<file path="src/rtl/avg_pkg.sv">
// Shared mode encoding and width helpers for the windowed averager.
// Pure declarations: no latency, no backpressure.
package avg_pkg;

    typedef enum logic {
        MODE_BLOCK = 1'b0,
        MODE_SLIDE = 1'b1
    } mode_e;

    // Accumulator width: N samples of DW bits plus a guard bit for the SLIDE subtract.
    function automatic int sum_w(input int dw, input int log2_n);
        return dw + log2_n + 1;
    endfunction

    function automatic int round_bias(input int log2_n, input int rnd);
        return (rnd != 0 && log2_n > 0) ? (1 << (log2_n - 1)) : 0;
    endfunction

endpackage

</file>
<file path="src/rtl/avg_window_if.sv">
// Sample-stream bundle between a source (master) and the averager (slave).
// No latency of its own; the stream has no backpressure, samples qualify on active.
interface avg_window_if #(
    parameter int DW = 8
);
    logic          active;
    logic [DW-1:0] data_in;
    logic          mode;
    logic          clear;
    logic          done;
    logic [DW-1:0] data_out;

    modport master (
        output active, data_in, mode, clear,
        input  done, data_out
    );

    modport slave (
        input  active, data_in, mode, clear,
        output done, data_out
    );
endinterface

</file>
<file path="src/rtl/avg_delay_line.sv">
// N-deep circular sample store returning the oldest entry; clr zeroes it (a push alongside lands in slot 0).
// Oldest sample is combinational from the registers; push is always accepted, no backpressure.
module avg_delay_line #(
    parameter int DW     = 8,
    parameter int LOG2_N = 2
) (
    input  logic          clk,
    input  logic          rst_n,
    input  logic          clr,
    input  logic          push,
    input  logic [DW-1:0] push_dat,
    output logic [DW-1:0] oldest_dat
);
    localparam int N = 1 << LOG2_N;

    logic [DW-1:0]     mem_q [N];
    logic [DW-1:0]     mem_d [N];
    logic [LOG2_N-1:0] ptr_q;
    logic [LOG2_N-1:0] ptr_d;

    always_comb begin
        mem_d = mem_q;
        ptr_d = ptr_q;
        if (clr) begin
            for (int i = 0; i < N; i++) begin
                mem_d[i] = '0;
            end
            ptr_d = '0;
        end
        if (push) begin
            mem_d[ptr_d] = push_dat;
            ptr_d        = ptr_d + LOG2_N'(1);
        end
    end

    always_ff @(posedge clk or negedge rst_n) begin
        if (!rst_n) begin
            for (int i = 0; i < N; i++) begin
                mem_q[i] <= '0;
            end
            ptr_q <= '0;
        end else begin
            mem_q <= mem_d;
            ptr_q <= ptr_d;
        end
    end

    // The write slot is also the oldest entry once the buffer has wrapped.
    assign oldest_dat = mem_q[ptr_q];

endmodule

</file>
<file path="src/rtl/avg_window.sv">
// Signed power-of-two window averager, BLOCK or SLIDE mode, result with a one-cycle done pulse.
// done/data_out registered one cycle after the qualifying sample; no backpressure, every active sample is taken.
module avg_window
    import avg_pkg::*;
#(
    parameter int DW     = 8,
    parameter int LOG2_N = 2,
    parameter int ROUND  = 0
) (
    input  logic        clk,
    input  logic        rst_n,
    avg_window_if.slave bus
);
    localparam int N  = 1 << LOG2_N;
    localparam int SW = sum_w(DW, LOG2_N);
    localparam int CW = LOG2_N + 1;
    localparam logic signed [SW-1:0] BIAS = SW'(round_bias(LOG2_N, ROUND));

    logic [CW-1:0]          count_q, count_d;
    logic signed [SW-1:0]   sum_q, sum_d;
    mode_e                  mode_q, mode_d;
    logic                   done_q, done_d;
    logic signed [DW-1:0]   dout_q, dout_d;

    mode_e                  mode_in;
    logic                   accept;
    logic                   start;
    logic [CW-1:0]          base_cnt;
    logic [CW-1:0]          new_cnt;
    logic signed [SW-1:0]   base_sum;
    logic signed [SW-1:0]   sample_ext;
    logic signed [SW-1:0]   oldest_ext;
    logic signed [SW-1:0]   new_sum;
    logic signed [SW-1:0]   biased;
    logic [DW-1:0]          oldest_dat;

    assign mode_in = mode_e'(bus.mode);
    assign accept  = bus.active & ~bus.clear;
    // An empty window or a mode change opens a fresh window with this sample as sample 1.
    assign start   = (count_q == '0) || (mode_in != mode_q);

    avg_delay_line #(
        .DW     (DW),
        .LOG2_N (LOG2_N)
    ) u_delay (
        .clk        (clk),
        .rst_n      (rst_n),
        .clr        (bus.clear | (accept & start)),
        .push       (accept & (mode_in == MODE_SLIDE)),
        .push_dat   (bus.data_in),
        .oldest_dat (oldest_dat)
    );

    always_comb begin
        base_cnt   = start ? '0 : count_q;
        base_sum   = start ? '0 : sum_q;
        new_cnt    = base_cnt + CW'(1);
        sample_ext = {{(SW-DW){bus.data_in[DW-1]}}, bus.data_in};
        oldest_ext = '0;
        if (!start && mode_in == MODE_SLIDE) begin
            oldest_ext = {{(SW-DW){oldest_dat[DW-1]}}, oldest_dat};
        end
        new_sum    = base_sum + sample_ext - oldest_ext;
        biased     = new_sum + BIAS;

        count_d = count_q;
        sum_d   = sum_q;
        mode_d  = mode_q;
        done_d  = 1'b0;
        dout_d  = dout_q;

        if (bus.clear) begin
            count_d = '0;
            sum_d   = '0;
        end else if (bus.active) begin
            mode_d = mode_in;
            sum_d  = new_sum;
            if (new_cnt == CW'(N)) begin
                done_d = 1'b1;
                dout_d = DW'(biased >>> LOG2_N);
            end
            if (mode_in == MODE_BLOCK) begin
                count_d = (new_cnt == CW'(N)) ? '0 : new_cnt;
                sum_d   = (new_cnt == CW'(N)) ? '0 : new_sum;
            end else begin
                // Saturate at N: a primed SLIDE window stays primed.
                count_d = (base_cnt == CW'(N)) ? base_cnt : new_cnt;
                if (base_cnt == CW'(N)) begin
                    done_d = 1'b1;
                    dout_d = DW'(biased >>> LOG2_N);
                end
            end
        end
    end

    always_ff @(posedge clk or negedge rst_n) begin
        if (!rst_n) begin
            count_q <= '0;
            sum_q   <= '0;
            mode_q  <= MODE_BLOCK;
            done_q  <= 1'b0;
            dout_q  <= '0;
        end else begin
            count_q <= count_d;
            sum_q   <= sum_d;
            mode_q  <= mode_d;
            done_q  <= done_d;
            dout_q  <= dout_d;
        end
    end

    assign bus.done     = done_q;
    assign bus.data_out = dout_q;

endmodule

</file>
<file path="src/flat_wrapper.sv">
// flat-port wrapper written by rule: the top's interface ports become plain ports
module avg_window_flat import avg_pkg::*;
#(
    parameter int DW     = 8,
    parameter int LOG2_N = 2,
    parameter int ROUND  = 0
)
  (clk, rst_n, bus_active, bus_data_in, bus_mode, bus_clear, bus_done, bus_data_out);
  avg_window_if #(.DW(DW)) bus_i ();
  input  logic clk;
  input  logic rst_n;
  input wire logic [$bits(bus_i.active)-1:0] bus_active;
  input wire logic [$bits(bus_i.data_in)-1:0] bus_data_in;
  input wire logic [$bits(bus_i.mode)-1:0] bus_mode;
  input wire logic [$bits(bus_i.clear)-1:0] bus_clear;
  output wire logic [$bits(bus_i.done)-1:0] bus_done;
  output wire logic [$bits(bus_i.data_out)-1:0] bus_data_out;
  assign bus_i.active = bus_active;
  assign bus_i.data_in = bus_data_in;
  assign bus_i.mode = bus_mode;
  assign bus_i.clear = bus_clear;
  assign bus_done = bus_i.done;
  assign bus_data_out = bus_i.data_out;
  avg_window #(.DW(DW), .LOG2_N(LOG2_N), .ROUND(ROUND)) u_core (.clk(clk), .rst_n(rst_n), .bus(bus_i));
endmodule
</file>
<file path="config.mk">
export PLATFORM = sky130hd
export DESIGN_NAME = avg_window_flat
export DESIGN_NICKNAME = d
export VERILOG_FILES = /design/src/rtl/avg_pkg.sv /design/src/rtl/avg_window_if.sv /design/src/rtl/avg_delay_line.sv /design/src/rtl/avg_window.sv /design/src/flat_wrapper.sv
export SDC_FILE = /design/constraint.sdc
export NUM_CORES = 1
export LEC_CHECK = 0
export ABC_AREA = 0
export CAP_MARGIN = 20
export CORE_MARGIN = 10
export CORE_UTILIZATION = 60
export CTS_BUF_LIST = sky130_fd_sc_hd__clkbuf_16
export CTS_CLUSTER_SIZE = 12
export DETAILED_ROUTE_END_ITERATION = 10
export GPL_TIMING_DRIVEN = 0
export PLACE_DENSITY_LB_ADDON = 0.15
export REMOVE_ABC_BUFFERS = 1
export SYNTH_ARGS = -nofsm -noshare
export SYNTH_HDL_FRONTEND = slang
export SYNTH_SLANG_ARGS = --single-unit
</file>
<file path="constraint.sdc">
create_clock -name clk -period 6.8 [get_ports clk]
set_input_delay 1.36 -clock clk [delete_from_list [all_inputs] [get_ports clk]]
set_output_delay 1.36 -clock clk [all_outputs]
set_load 0.01 [all_outputs]
</file>
# [After elaboration in Yosys (flattened, before gate mapping)]
# Index checks and enable logic that the tools add are counted.
# Widths: inputs -> output; s select.
[op_classes] addsub=4 n_lt_le_gt_ge=3 n_eq_ne=3 mux=30 bitwise=7 reduce_logical=7
[ops] operator="$mux 11" n=6
[ops] operator="$mux 32" n=2
[ops] operator="$mux 8" n=6
[ops] operator="$bwmux 32" n=1
[ops] operator="$mux 3" n=6
[ops] operator="$bmux 8 s2" n=1
[ops] operator="$demux 8 s2" n=1
[ops] operator="$add 11x8->11" n=1
[ops] operator="$sub 11x11->11" n=1
[ops] operator="$eq 3x3->1 const B" n=2
[ops] operator="$ge 3x3->1 const B" n=2
[ops] operator="$not 2->3" n=2
[ops] operator="$mux 1" n=5
[ops] operator="$mux 2" n=2
[ops] operator="$add 3x1->3 const B" n=1
[ops] operator="$and 1x1->1" n=3
[ops] operator="$logic_not 3->1" n=1
[ops] operator="$lt 3x1->1 const B" n=1
[ops] operator="$add 2x1->2 const B" n=1
[ops] operator="$logic_and 1x1->1" n=2
[ops] operator="$reduce_and 2->1" n=1
[ops] operator="$reduce_bool 2->1" n=1
[ops] operator="$logic_not 1->1" n=1
[ops] operator="$logic_or 1x1->1" n=1
[ops] operator="other kinds (3)" n=3
[totals] ff_bits=58 inputBits=13 output_inout_bits=9 wordCells=64

# [Longest topological paths before layout]
# Gate-level depths: netlist of run 1.
[depth] word_depth=12 ltp_mapped=16 depth_no_buf=14

# [By module]
# A second synthesis of run 1 with hierarchy kept.
[unflattened] hier_cells=335 area_unflattened_um2=3608.5
[by_module_without_submodules] module="avg_delay_line" n_inst=1 cells_per_inst=145 area_each_um2=1816.7 seq_area_each_um2=850.8
[by_module_without_submodules] module="avg_window" n_inst=1 cells_per_inst=190 area_each_um2=1791.7 seq_area_each_um2=575.6

# [Least setup slack after synthesis of run 1]
# Ideal clock, no wire load.
[synth_timing] kind="input -> register" from="in bus_mode" to="reg u_core.dout_q[7] (netlist: u_core.bus.data_out[7])" setup_time_ps=125 t_arrival_ps=4468 required_ps=6675 setup_slack_ps=2208 path_stages=14 path_buffers=2 cell_sequence="clkbuf_1 xnor2_1 and2_1 buf_2 nand2_1 fa_1 inv_1 ha_1 a21o_1 a21oi_1 a21oi_1 a211oi_2 xnor3_1 mux2_2"
[synth_between] elab_chain_len=9 word_cells_on_any_way=15 cone_classes="3 x add/sub; 3 x eq/ne; 6 x mux; 3 x reduce/logical"
[synth_rtl] item="start, declared" line_no="flat_wrapper.sv:14" text="input wire logic [$bits(bus_i.mode)-1:0] bus_mode;"
[synth_rtl] item="parallel branches: the longest is 8 deep, another holds $add 11x8->11"
[synth_rtl] item="$mux 8 (*)" line_no="avg_window.sv:82" text="if (mode_in == MODE_BLOCK) begin"
[synth_rtl] item="end signal, assigned" line_no="avg_window.sv:108" text="dout_q <= dout_d;"
[synth_rtl] item="end, declared" line_no="avg_window.sv:23" text="logic signed [DW-1:0] dout_q, dout_d;"
# Mark *: on every way between the ends.
# A chain may end at the register's enable or synchronous reset.

# [Final worst setup path of run 1]
# Same ends and word-level chain as after synthesis.

==> flow_summary.toml, run 1 <==
[setup_path]
required_ps = 7010
r2r_start = "u_core.mode_q$_DFFE_PN0P_"
arrival_ps = 5400
slowest_stage = "clkdlybuf4s50_1"
cp_max_fo = 12
r2r-end = "u_core.bus.data_out[7]$_DFFE_PN0P_"
critPathLaunchType = "primary input"
crit_path_end_kind = "flop"
slowest_delay_ps = 540
regToRegSetupSlack_ps = 2810
worst-setup-path-type = "in -> reg"
startpoint = "bus_mode"
worstRegToRegCells = 12
crit_top_cell = "a21oi_1"
path_cells = "clkdlybuf4s50_1, xnor2_1, and2_1, nand2_1, fa_1, inv_1, ha_1, a21o_1, a21oi_1, a21oi_1, a211oi_2, xnor3_1, mux2_2"

[timing]
fin_crit_sh = 0.764
tightest_slew_ps = 930
clock_skew_ps = 7.19
rsz0062_at_grt = "false"
setup_viol = 0
setup_slack_ps = 1610
min_period_ps = 5190
setup_tns_ps = 0
fmax_mhz = 193
relSlewSlack = 0.380
finalHoldViolations = 0
drv_slew = 0

[die]
die_height_um = 93.8
dieArea_mm2 = 0.00879
io_pins = 22
initial_core_util = 0.627
fp-row-count = 26
core_area_mm2 = 0.00520
dieWidth_um = 93.8

[power]
ir_worst_vdd_mv = 0.171
seqPwrFrac = 0.375
finalPower_mw = 1.01
netSwitchingPower_mw = 0.272
p_leak_nw = 1.85
power.internal_mw = 0.736
p_clk_frac = 0.437
swShare = 0.270
combPwrFrac = 0.187
cellPowerDensity_mw_per_mm2 = 264

[synthesis]
synth.distinct_cells = 39
syn_area_mm2 = 0.00327
syn_avg_cell_area_um2 = 11.3
ys_seq_elements = 57
synthCells = 289
synth_top_cell_area_share = 0.437
synth_top_area_cell = "dfrtp_1"
synth.area.top_cells = "dfrtp_1 44%, a22o_1 10%, ha_1 7.3%"
synth_edf_count = 0
ys.flop_type = "dfrtp_1"
async_flop_share = 1.00
seq_area_frac_synth = 0.437
ys_warn_count = 0

[routing]
drc = 0
ant_nets = 0
met1_length_um = 3010
drt_first_pass_iters = 4
vias_per_cell = 5.85
routedWlPerCell_um = 17.2
drt-total-wl_um = 6650
vias = 2258
drt_iter0_markers = 141
routed.top_layer = "met4"
met3RoutedLength_um = 284
wl_met2_um = 3290

[final_layout]
final_cells = 386
n_antenna_cell = 0
register_area_mm2 = 0.00143
final_util = 0.735
fill_cells = 377
fin_nets = 352
syn_to_final_growth_pct = 17.2
post_route_cells_drive_above_1_share = 0.120
multi_input_area_mm2 = 0.00166

[global_routing]
track_usage = 0.166
grt-ovfl-total = 0
grt_start_max_net_pins = 38
grt_pass1_vias = 2372
antenna_found_initial = 0
grt_pass1_wl_um = 11700

[clock_tree]
post_cts_buffers = 0
cts.path.max_buffers = 2
h-tree-depth = 3
cts_made_buffers = 9
clock_sinks = 57
post_cts_resize_count = 0
postCtsHoldBufs = 0
cts_tree = "yes"
insertion_delay_ps = 320
cts_root_buf = "clkbuf_16"
clk_pin_slew_ps = 50

[placement]
placed_cells = 370
gp_congestion = 0.820
hpwl_um = 4690
port_buffers = 21
pre_cts_ws_ps = 1340

[worst_hold_path]
worstHoldStart = "u_core.u_delay.mem_q[18]$_DFF_PN0_"
hold_depth = 1
min_to = "u_core.u_delay.mem_q[18]$_DFF_PN0_"
hp-class = "reg -> reg"

[status]
outcome = "completed"

[flow_run]
maxCapViolCount = 0
[worst max-delay path, delay by kind of cell]
family	cells	cell delay [ps]
buf+inv	2	580
compound gates	4	760
fa+ha+maj	2	850
simple gates	2	650
mux	1	270
xor+xnor	2	940
[synth_stat cells, types with 2 or more instances]
cell	n
a21o_1	6
a21oi_1	9
a22o_1	39
a31oi_1	3
and2_1	5
buf_2	6
clkbuf_1	5
dfrtp_1	57
fa_1	9
ha_1	19
inv_1	34
mux2_2	8
mux2i_1	2
mux4_2	7
nand2_1	21
nand2b_1	2
nand3_1	3
nand4_1	4
nor2_1	10
nor2b_1	8
o21a_1	2
o21ai_0	6
xnor2_1	7
xor2_1	2
[how the worst max path moves through the flow]
stage / to / cells past startpoint
after floorplan: u_core.bus.data_out[7]$_DFFE_PN0P_ / 12
after CTS: u_core.bus.data_out[7]$_DFFE_PN0P_ / 13
after detailed placement: u_core.bus.data_out[7]$_DFFE_PN0P_ / 13
after global routing: u_core.bus.data_out[7]$_DFFE_PN0P_ / 13
final: u_core.bus.data_out[7]$_DFFE_PN0P_ / 13
after global placement: u_core.bus.data_out[7]$_DFFE_PN0P_ / 13
[power by group through the flow]
stage | sequential [mW] | combinational, mW | clock (mW)
floorplan | 0.386 | 0.117 | 0
global placement | 0.384 | 0.184 | 0
detailed placement | 0.384 | 0.189 | 0
CTS | 0.379 | 0.191 | 0.446
global route | 0.382 | 0.211 | 0.463
finish | 0.379 | 0.189 | 0.441
[logic make-up after synthesis]
group | Yosys count | share of synthesized area
flops | 57 | 0.437
fa+ha+maj | 28 | 0.128
mux | 18 | 0.0866
buf+inv | 45 | 0.0540
compound gates | 73 | 0.174
xor+xnor | 10 | 0.0310
simple gates | 58 | 0.0893
[placed cells by master (no fill, tap or decap), drive strengths merged, types with 4 or more instances in the layout]
master / n
o21ai: 6
clkdlybuf4s50: 20
fa: 9
xnor2: 7
mux2: 9
a21oi: 10
dfrtp: 57
nor2: 10
mux4: 7
nor2b: 9
inv: 34
clkbuf: 9
nand2: 21
and2: 5
ha: 19
a21o: 6
nand4: 4
a22o: 40
[per-stage QoR]
stage	cell area, um2	hold WS, ps
floorplan	3220	450
global placement	3510	471
detailed placement	3530	476
CTS	3830	497
global route	3830	504
finish	3830	493
[cell type report]
cell class	instances	share of cell area
clock inverter	7	0.0186
tap	70	0.0229
clock buffer	9	0.0589
sequential	57	0.373
multi-input combinational	187	0.435
timing repair buffer	22	0.0589
inverter	34	0.0334
[flip-flops by register name (all words and copies together), names as in the netlist]
signal and count:
u_core.bus.done 1, u_core.bus.data_out 8, u_core.count_q 3, u_core.u_delay.ptr_q 2
u_core.u_delay.mem_q 32, u_core.sum_q 10, u_core.mode_q 1
[layer usage]
metal / vias up / GRT usage
li1: 1069 / -
met1: 1139 / 0.211
met2: 42 / 0.268
met3: 8 / 0.0456
met4: 0 / 0.0557
met5: - / 0
Power figures use the tool's default switching activity.
==> run 2, diff against run 1 <==
--- a/config.mk
+++ b/config.mk
@@ -8,7 +8,7 @@
 export ABC_AREA = 0
 export CAP_MARGIN = 20
 export CORE_MARGIN = 10
-export CORE_UTILIZATION = 60
+export CORE_UTILIZATION = 53
 export CTS_BUF_LIST = sky130_fd_sc_hd__clkbuf_16
 export CTS_CLUSTER_SIZE = 12
 export DETAILED_ROUTE_END_ITERATION = 10
==> constraint.sdc (replaced) <==
create_clock -name clk -period 4.65 [get_ports clk]
set_input_delay 0.93 -clock clk [delete_from_list [all_inputs] [get_ports clk]]
set_output_delay 0.93 -clock clk [all_outputs]
set_load 0.01 [all_outputs]
==> run 2 against run 1 <==
  * Register-to-register slack worse by 2200 ps
  * Total power up 52%
  * Sequential share of layout area down 0.60 points
  * Via count up 1.7%
  * Largest power group unchanged
  * Highest routed layer unchanged
==> flow_summary.toml, run 2 (synthesis results as in run 1) <==
[final_layout]
n_antenna_cell = 0
register_area_mm2 = 0.00143
fill_cells = 479
largest-register = "u_core.u_delay.mem_q"
syn_to_final_growth_pct = 19.1
largest_reg_flops = 32
fin_nets = 355
layout_common_cells = "57 x dfrtp_1, 39 x a22o_1, 36 x inv_1"
layout_commonest_cell = "dfrtp_1"
post_route_cells_drive_above_1_share = 0.129
multi_input_area_mm2 = 0.00167

[status]
outcome = "completed"

[worst_hold_path]
hp-class = "reg -> reg"
worstHoldStart = "u_core.u_delay.mem_q[6]$_DFF_PN0_"

[power]
netSwitchingPower_mw = 0.400
combPwrFrac = 0.187
cellPowerDensity_mw_per_mm2 = 395
ir_worst_vdd_mv = 0.239
swShare = 0.261
p_clk_frac = 0.451
p_leak_nw = 1.89
finalPower_mw = 1.54
seqPwrFrac = 0.361
power.internal_mw = 1.14

[placement]
port_buffers = 21
pre_cts_ws_ps = -445
gp_congestion = 0.818
hpwl_um = 4980

[timing]
relSlewSlack = 0.330
tightest_slew_ps = 1000
timing.hold.ws_ps = 494
setup_viol = 0
min_period_ps = 4390
clock_skew_ps = 8.16
finalHoldViolations = 0
drv_slew = 0
setup_slack_ps = 261
fin_crit_sh = 0.944
rsz0062_at_grt = "false"
fmax_mhz = 228

[setup_path]
crit_path_end_kind = "flop"
cp_max_fo = 12
required_ps = 4860
r2r_start = "u_core.u_delay.ptr_q[0]$_DFF_PN0_"
cp_top_family = "compound AO/OA/AOI/OAI gates"
slowest_delay_ps = 550
arrival_ps = 4600
worst-setup-path-type = "in -> reg"
slowest_stage = "clkdlybuf4s50_1"
critPathLaunchType = "primary input"
crit_top_cell = "a21oi_1"
critical_path_buf_inv_count = 2
path_cells = "clkdlybuf4s50_1, xnor2_2, and2_4, nand2_1, fa_1, inv_1, ha_1, a21o_1, a21oi_1, a21oi_1, a211oi_2, xnor3_1, mux2_2"
startpoint = "bus_mode"

[global_routing]
antenna_found_initial = 0
track_usage = 0.157
grt_pass1_wl_um = 12300
grt_pass1_vias = 2453
grt-ovfl-total = 0
grt_start_max_net_pins = 35

[die]
dieArea_mm2 = 0.00970
core_area_mm2 = 0.00596
io_pins = 22
initial_core_util = 0.548
fp-row-count = 28
dieWidth_um = 98.5
die_height_um = 98.5

[routing]
routed.top_layer = "met4"
met1_length_um = 3290
ant_nets = 0
drt_iter0_markers = 92
drt-total-wl_um = 7230
wl_met2_um = 3430
drc = 0
met3RoutedLength_um = 327
drt_first_pass_iters = 4
vias = 2296
vias_per_cell = 5.83
routedWlPerCell_um = 18.3

[clock_tree]
cts_tree = "yes"
clk_pin_slew_ps = 50
clock_sinks = 57
postCtsHoldBufs = 0
insertion_delay_ps = 330
cts_made_buffers = 9
h-tree-depth = 3
cts_root_buf = "clkbuf_16"
cts.path.max_buffers = 2

[flow_run]
maxCapViolCount = 0
==> run 2: path summary, 6_finish.rpt <==
check / to / slack [ps] / depth (start not counted)
min in group asynchronous: u_core.u_delay.mem_q[26]$_DFF_PN0_ / 690 / 1
max in group asynchronous: u_core.count_q[1]$_DFFE_PN0P_ / 3350 / 2
setup reg to reg: u_core.bus.data_out[7]$_DFFE_PN0P_ / 600 / 11
hold reg to reg: u_core.u_delay.mem_q[6]$_DFF_PN0_ / 490 / 1
hold / removal: u_core.u_delay.mem_q[6]$_DFF_PN0_ / 490 / 1
setup / recovery: u_core.bus.data_out[7]$_DFFE_PN0P_ / 260 / 13
==> run 2: timing repair <==
item,4_1_cts,5_1_grt
resized for setup,2,1
setup buffers,0,3
setup endpoints to repair,3,1
pin swaps,0,1
==> run 2: layer usage <==
layer,track usage,vias up
met4,0.0772,0
met5,0,-
met2,0.239,51
met3,0.0349,16
met1,0.206,1151
li1,-,1078
==> run 2: worst register-to-register path, stage by stage, from the launching register on <==
cell and delay, ps:
dfrtp_1 700, mux4_2 600, nor2b_1 160, fa_1 520
inv_1 50, ha_1 350, a21o_1 180, a21oi_1 200
a21oi_1 130, a211oi_2 330, xnor3_1 450, mux2_2 260
==> run 2: area by class of cell <==
class / count / share of cell area
multi-input cells: 187 / 0.430
well taps: 75 / 0.0241
inverters: 34 / 0.0328
repair buffers: 25 / 0.0656
clock buffers: 9 / 0.0579
flip-flops and latches: 57 / 0.367
clock inverters: 7 / 0.0225
==> run 2: power groups by stage <==
stage / registers (mW) / clock network, mW / logic [mW]
after global routing: 0.560 / 0.724 / 0.318
after global placement: 0.562 / 0 / 0.269
final: 0.555 / 0.693 / 0.288
after detailed placement: 0.562 / 0 / 0.278
after CTS: 0.555 / 0.699 / 0.283
after floorplan: 0.565 / 0 / 0.170
==> run 2: through the flow <==
stage                     std cells  TNS (ps)  instance area, um2  utilization
final                           394         0                3890        0.653
after global routing            394         0                3890        0.653
after CTS                       391         0                3860        0.649
after detailed placement        375     -1350                3540        0.595
after global placement          374     -1110                3520        0.591
after floorplan                 278         0                3220            -
==> run 3, diff against run 2 <==
--- a/config.mk
+++ b/config.mk
@@ -7,7 +7,7 @@
 export LEC_CHECK = 0
 export ABC_AREA = 0
 export CAP_MARGIN = 20
-export CORE_MARGIN = 10
+export CORE_MARGIN = 8
 export CORE_UTILIZATION = 53
 export CTS_BUF_LIST = sky130_fd_sc_hd__clkbuf_16
 export CTS_CLUSTER_SIZE = 12
==> run 3 against run 2 <==
  * Non-clock buffer count is 3 lower
  * Critical path depth stayed put
  * Sequential power hardly changed
  * Flip-flop and latch count stayed put
  * Sequential share of layout area is 0.15 points higher
  * Global-route usage is 2.4 points higher
  * Fmax is 1.1% lower
  * Via count is 0.13% higher
  * Utilization is 0.27 points lower
  * Cell area is 0.42% lower
  * Critical path type unchanged
  * Largest cell class unchanged
  * Largest power group unchanged
==> flow_summary.toml, run 3 (synthesis results as in run 1) <==
[power]
netSwitchingPower_mw = 0.410
p_leak_nw = 1.87
power.internal_mw = 1.14
seqPwrFrac = 0.360
p_clk_frac = 0.458
cellPowerDensity_mw_per_mm2 = 399
swShare = 0.265
ir_worst_vdd_mv = 0.246
combPwrFrac = 0.182

[die]
io_pins = 22
initial_core_util = 0.548
core_area_mm2 = 0.00596
dieWidth_um = 94.5
die_height_um = 94.5
fp-row-count = 28
dieArea_mm2 = 0.00893

[routing]
ant_nets = 0
drt-total-wl_um = 7240
vias_per_cell = 5.88
routedWlPerCell_um = 18.5
drc = 0
vias = 2299
drt_iter0_markers = 87
drt_first_pass_iters = 4

[setup_path]
slowest_stage = "clkdlybuf4s50_1"
crit_path_end_kind = "flop"
worstRegToRegCells = 11
critical_path_depth = 13
crit_top_cell = "a21oi_1"
required_ps = 4860
slowest_delay_ps = 560
cp_top_family = "adder cells"
cp_max_fo = 12
critPathLaunchType = "primary input"
arrival_ps = 4650
path_cells = "clkdlybuf4s50_1, xnor2_2, and2_4, nand2_1, fa_1, inv_1, ha_1, a21o_1, a21oi_1, a21oi_1, a211oi_2, xnor3_1, mux2_2"
worst-setup-path-type = "in -> reg"
critical_path_buf_inv_count = 2

[final_layout]
n_antenna_cell = 0
final_util = 0.650
largest-register = "u_core.u_delay.mem_q"
syn_to_final_growth_pct = 18.6
layout_commonest_cell = "dfrtp_1"
fin_nets = 352
largest_reg_flops = 32
post_route_cells_drive_above_1_share = 0.123
layout_common_cells = "57 x dfrtp_1, 39 x a22o_1, 34 x inv_1"

[clock_tree]
clock_sinks = 57
cts_made_buffers = 9
postCtsHoldBufs = 0
h-tree-depth = 3
cts_tree = "yes"
cts_root_buf = "clkbuf_16"
clk_pin_slew_ps = 60
cts.path.max_buffers = 2
insertion_delay_ps = 330

[timing]
relSlewSlack = 0.291
drv_slew = 0
rsz0062_at_grt = "false"
setup_tns_ps = 0
setup_slack_ps = 211
clock_skew_ps = 6.18
fmax_mhz = 225
min_period_ps = 4440
setup_viol = 0
tightest_slew_ps = 1060
finalHoldViolations = 0
fin_crit_sh = 0.955

[worst_hold_path]
hp-class = "reg -> reg"
hold_depth = 1

[flow_run]
maxCapViolCount = 0

[status]
outcome = "completed"

[global_routing]
grt_start_max_net_pins = 35
grt-ovfl-total = 0
grt_pass1_vias = 2518
antenna_found_initial = 0
grt_pass1_wl_um = 12400
track_usage = 0.180

[placement]
pre_cts_ws_ps = -452
gp_congestion = 0.824
port_buffers = 21
hpwl_um = 5060
## run 3: changes by cell type in the layout (fill, tap and decap cells not counted), sizes merged
| cell | before | now |
|---|---|---|
| buf | 5 | 2 |
| clkinv | 1 | 3 |
| clkinvlp | 2 | 1 |
| inv | 36 | 35 |
## run 3: per-stage QoR
step	power [mW]	hold slack, ps	instance area [um2]	instances
2_1_floorplan	0.735	450	3220	278
3_3_place_gp	0.830	473	3520	374
3_5_place_dp	0.842	482	3540	375
4_1_cts	1.55	498	3870	391
5_1_grt	1.61	510	3870	391
6_report	1.54	498	3870	391
## run 3: final timing paths
check                                             startpoint                            endpoint  slack [ps]
max in group asynchronous                              rst_n  u_core.bus.data_out[5]$_DFFE_PN0P_        3350
setup reg to reg           u_core.u_delay.ptr_q[0]$_DFF_PN0_  u_core.bus.data_out[7]$_DFFE_PN0P_         650
min in group asynchronous                              rst_n  u_core.u_delay.mem_q[25]$_DFF_PN0_         700
hold reg to reg            u_core.u_delay.mem_q[3]$_DFF_PN0_   u_core.u_delay.mem_q[3]$_DFF_PN0_         500
setup / recovery                                    bus_mode  u_core.bus.data_out[7]$_DFFE_PN0P_         210
hold / removal             u_core.u_delay.mem_q[3]$_DFF_PN0_   u_core.u_delay.mem_q[3]$_DFF_PN0_         500
## run 3: power by group through the flow
stage | sequential, mW | clock, mW | combinational (mW)
6_report | 0.556 | 0.708 | 0.281
5_1_grt | 0.562 | 0.741 | 0.311
4_1_cts | 0.555 | 0.715 | 0.283
3_5_place_dp | 0.563 | 0 | 0.280
3_3_place_gp | 0.562 | 0 | 0.269
2_1_floorplan | 0.565 | 0 | 0.170
## run 3: area by class of cell
class / count / area, um2
well taps: 75 / 93.8
clock buffers: 9 / 225
repair buffers: 22 / 233
flip-flops and latches: 57 / 1430
multi-input cells: 187 / 1670
clock inverters: 7 / 93.8
fillers: 468 / 2080
inverters: 34 / 128
## run 3: what timing repair did
action / CTS / global route
gates resized for setup: 2 / 1
buffers inserted: 0 / 0
endpoints found under the setup margin: 3 / 1
pin swaps: 0 / 1
## run 3: layer usage
layer / wire (um) / part of all wire / vias to the layer above / track usage
met2: 3580 / 0.49 / 46 / 0.298
met1: 3250 / 0.45 / 1173 / 0.222
met4: 99 / 0.014 / 0 / 0.0741
met5: 0 / 0 / - / 0
met3: 310 / 0.043 / 11 / 0.0429
li1: - / - / 1069 / -
